<file path="config.mk">
export PLATFORM = sky130hd
export DESIGN_NAME = mem_wb_stage
export DESIGN_NICKNAME = d
export VERILOG_FILES = /design/src/rtl/mem_wb_stage.sv
export SDC_FILE = /design/constraint.sdc
export NUM_CORES = 1
export LEC_CHECK = 0
export BUFFER_PORTS_ARGS = -buffer_cell sky130_fd_sc_hd__buf_2
export CORE_MARGIN = 4
export CORE_UTILIZATION = 30
export DETAILED_ROUTE_END_ITERATION = 8
export GPL_ROUTABILITY_DRIVEN = 0
export PLACE_DENSITY = 0.67
export SETUP_SLACK_MARGIN = 0.4
export SLEW_MARGIN = 5
export SYNTH_ARGS = -nofsm -noshare
export SYNTH_HDL_FRONTEND = slang
export SYNTH_SLANG_ARGS = --single-unit
</file>
<file path="constraint.sdc">
create_clock -name CLK -period 2.7 [get_ports CLK]
set_input_delay 0.27 -clock CLK [delete_from_list [all_inputs] [get_ports CLK]]
set_output_delay 0.27 -clock CLK [all_outputs]
set_load 0.01 [all_outputs]
</file>
<file path="src/rtl/mem_wb_stage.sv">
// rtl/mem_wb_stage.sv - MEM/WB stage: data-memory handshake, upstream stall, MEM/WB result register
// Optional stall-cycle counter enabled by defining MEM_STALL_CNT_EN.
module mem_wb_stage #(
    parameter int WORD_W = 32,
    parameter int CNT_W  = 32
) (
    input  logic              CLK,
    input  logic              nRST,
    input  logic              em_valid,
    input  logic              dREN_out,
    input  logic              dWEN_out,
    input  logic [WORD_W-1:0] alu_portOut_out,
    input  logic [WORD_W-1:0] rdat2_out,
    input  logic [WORD_W-1:0] pcplusfour_out,
    input  logic [4:0]        wsel_out,
    input  logic              RegWr_out,
    input  logic              MemtoReg_out,
    input  logic              jal_s_out,
    input  logic              halt_out,
    input  logic              dhit,
    input  logic [WORD_W-1:0] dmemload,
    output logic              dmemREN,
    output logic              dmemWEN,
    output logic [WORD_W-1:0] dmemaddr,
    output logic [WORD_W-1:0] dmemstore,
    output logic              mem_stall,
    output logic              wb_RegWr,
    output logic [4:0]        wb_wsel,
    output logic [WORD_W-1:0] wb_wdat,
    output logic              halt
`ifdef MEM_STALL_CNT_EN
    ,
    output logic [CNT_W-1:0]  stall_cnt
`endif
);

    typedef enum logic [1:0] {
        IDLE   = 2'd0,
        ACCESS = 2'd1,
        HALTED = 2'd2
    } state_t;

    state_t state;
    logic   memop;
    logic   retire_halt;

    // nRST gates the requests so they drop the instant reset asserts, not at the next edge.
    assign memop       = nRST & em_valid & (dREN_out | dWEN_out) & ~halt;
    assign dmemREN     = memop & dREN_out;
    assign dmemWEN     = memop & dWEN_out & ~dREN_out;
    assign dmemaddr    = alu_portOut_out;
    assign dmemstore   = rdat2_out;
    assign mem_stall   = memop & ~dhit;
    assign halt        = (state == HALTED);
    assign retire_halt = em_valid & halt_out & ~mem_stall & ~halt;

    always_ff @(posedge CLK or negedge nRST) begin
        if (!nRST) begin
            state <= IDLE;
        end else begin
            case (state)
                IDLE: begin
                    if (retire_halt)
                        state <= HALTED;
                    else if (memop && !dhit)
                        state <= ACCESS;
                end
                ACCESS: begin
                    if (retire_halt)
                        state <= HALTED;
                    else if (dhit || !memop)
                        state <= IDLE;
                end
                HALTED:  state <= HALTED;
                default: state <= IDLE;
            endcase
        end
    end

    // A stalled access, a bubble or a halted core retires nothing; wsel/wdat keep their last value.
    always_ff @(posedge CLK or negedge nRST) begin
        if (!nRST) begin
            wb_RegWr <= 1'b0;
            wb_wsel  <= '0;
            wb_wdat  <= '0;
        end else if (mem_stall || !em_valid || halt) begin
            wb_RegWr <= 1'b0;
        end else begin
            wb_RegWr <= RegWr_out;
            wb_wsel  <= wsel_out;
            if (jal_s_out)
                wb_wdat <= pcplusfour_out;
            else if (MemtoReg_out)
                wb_wdat <= dmemload;
            else
                wb_wdat <= alu_portOut_out;
        end
    end

`ifdef MEM_STALL_CNT_EN
    always_ff @(posedge CLK or negedge nRST) begin
        if (!nRST)
            stall_cnt <= '0;
        else if (mem_stall && !halt && (stall_cnt != {CNT_W{1'b1}}))
            stall_cnt <= stall_cnt + 1'b1;
    end
`else
    logic unused_cnt_w;
    assign unused_cnt_w = ^CNT_W;
`endif

endmodule

</file>
==> summary.md <==
| Metric | Value |
|---|---|
| Fmax | 552 MHz |
| Layout cells sized above 1 | 0.557 |
| Setup Skew | 6.91 ps |
| CP required | around 2900 ps |
| WL final | roughly 7200 um |
| Ys Warns | 0 |
| # Post-CTS Setup Buffers | 0 |
| CTS Root Cell | clkbuf_8 |
| Largest stage delay on the critical path | roughly 440 ps |
| DIE AREA | 10500 um2 |
| Crit Path Category | register to register |
| Yosys reg bits | 40 |
| CTS tree | done |
| Grt ovf | 0 |
| Setup TNS Final | 0 ps |
| Global-route wire length before repair | 10300 um |
| Initial antenna violation count | 0 |
| Worst-margin pin slew | a little under 800 ps |
| Max-slew violation count | 0 |
| N_diodes | 0 |
| Row count | 34 |
| Finished Layout Cells | 492 |
| Max-Cap Viols | 0 |
| Dpl ws | slightly below 800 ps |
| DRT iter0 DRCs | 36 |
| Antenna viol nets, final | 0 |
| H-tree depth | 2 |
| Syn Area/Cell | ~10 um2 |
| Total clock sinks | 40 |
| Pwr Density | 747 nW/um2 |
| Initial Util | 0.308 |
| Leakage power | 1.80 nW |
| Filler cells | 889 |
| I/O pins | 249 |
| RSZ-0062 raised after global routing | no |
| Synth Instances | approximately 270 |
| Hold_buf cts | 1 |
| Final Hold Viols | 0 |
| Top delay family on crit path | buffers and inverters |
| Clock period minus worst slack | 1810 ps |
| Area growth syn-to-layout | 24.3% |
| Outcome | complete, no violations |
| Final worst setup slack | about 900 ps |
| Max Root-Sink Buffers | 2 |
| Hold crit path type | input pin to async pin |
| Vias in the first global route | 2108 |
| VDD IR-drop max | 0.321 mV |
| Die W | 103 um |
| Largest net degree at the start of global routing | 39 |
| Core ar. | 8720 um2 |
| Sequential-to-total area share from yosys stat | 0.373 |
| Routed len/inst | 14.6 um |
| Critical path endpoint category | register |
| Number of nets in the final layout | 527 |
| Tcrit/Tclk final | 0.671 |
| CTS Buf Count | 5 |
| All-layer global routing usage | 0.127 |
| Clk Latency, worst-skew pair | 280 ps |
| Critical path startpoint category | register |
| Total number of vias | 2194 |
| Largest area contributor in the netlist | dfrtp_1 |
| DRC | 0 |
| Synth area leaders | dfrtp_1 (37%), buf_4 (18%), mux2i_1 (12%) |
| Design Power | 2.49 mW |
| Detailed Place HPWL | 5900 um |
| CP bufs+invs | 1 |
| Final setup vio count | 0 |
| CTS clk-pin slew, worst paths | 80 ps |
| Worst path cell trace | and2b_1 -> a211oi_4 -> buf_4 -> mux2_2 |
| Mapped Nets | 410 |
| Yosys cell types | 21 |
| Synth top area share | 0.373 |
| Worst Path Arrival | between 1500 and 2000 ps |
| Core Util, Final | 0.382 |
| Crit-path max FO | 38 |
| Drt first pass iters | 4 |
| I/O Buffers | 184 |
| Avg Vias per Cell | about 4.5 |
| Slew margin rel. | 0.470 |
| Synth Cell Area | approximately 2700 um2 |
| Die Y | 103 um |
| Dpl cells | approximately 480 |
| Critical-path top delay cell | buf_4 |
| Post_cts resized | 0 |
state kept, by name, summed over array words and instances, names as in the netlist:
name	cells
wb_RegWr	1
wb_wdat	32
state	2
wb_wsel	5
synth_stat cells:
master and count:
nor2_1 2, nor3_1 1, dfrtp_1 40, and2_1 1, a211oi_2 1, mux2_1 19, buf_2 5, mux2_2 18
nand2_1 34, and2b_1 1, buf_6 2, inv_1 3, buf_4 65, nand3b_1 1, buf_8 1, nor3b_1 1
mux2i_1 32, o21ba_1 1, o21ai_0 32, a41o_1 1, clkbuf_1 6
worst reg2reg max path: stages (launching register included):
cell and delay (ps):
dfrtp_1 380, and2b_1 230, a211oi_4 220, buf_4 440, mux2_2 420
final cells by class:
class | count | area [um2] | share of cell area
clock buffers | 7 | 96.3 | 0.0289
flip-flops and latches | 40 | 1000 | 0.300
repair buffers | 189 | 986 | 0.296
well taps | 108 | 135 | 0.0405
inverters | 3 | 11.3 | 0.00338
multi-input cells | 145 | 1110 | 0.332
kinds of logic (layout without fill, tap and decap cells):
logic type	count (synthesis)	after routing	share of synthesized area
AO/OA/AOI/OAI	35	35	0.0718
buffers and inverters	82	199	0.218
flip-flops	40	40	0.373
multiplexers	69	69	0.275
AND/OR/NAND/NOR	41	41	0.0629
cells in the final DEF, fill, tap and decap left out:
cell type	n
and2b_1	1
buf_4	2
mux2_1	19
buf_12	2
buf_2	184
nand3b_1	1
nor2_1	2
inv_1	3
dlygate4sd3_1	1
clkbuf_8	7
nor3_1	1
and2_1	1
nor3b_1	1
nand2_1	34
mux2_2	18
a211oi_4	1
o21ai_0	32
dfrtp_1	40
a41o_1	1
o21ba_1	1
mux2i_1	32
per-layer routing:
metal / routed length, um / track usage
met4: 104 / 0.0343
met5: 0 / 0
met3: 842 / 0.0413
met1: 2490 / 0.135
met2: 3760 / 0.238
path summary, 6_finish.rpt:
kind	start	endpoint	slack, ps	cells past startpoint
min in group CLK	RegWr_out	wb_RegWr	190	2
hold / removal	nRST	wb_wdat[23]	70	2
setup / recovery	state[1]	wb_wdat[3]	890	4
max in group asynchronous	nRST	wb_wdat[4]	1500	2
setup reg to reg	state[1]	wb_wdat[3]	890	4
hold reg to reg	wb_wdat[22]	wb_wdat[22]	480	1
metrics by stage:
step                hold slack (ps)  cell area [um2]
floorplan                     -25.6             2680
global placement                241             3230
detailed placement              250             3230
CTS                            77.5             3340
global route                   93.5             3340
finish                         69.6             3340
report_power, final:
part | switching (mW) | total, mW | internal, mW
logic | 0.532 | 1.07 | 0.536
clock network | 0.188 | 0.415 | 0.227
registers | 0.123 | 1.01 | 0.885
total | 0.843 | 2.49 | 1.65
Note: power is estimated with default switching activity, not from simulation.
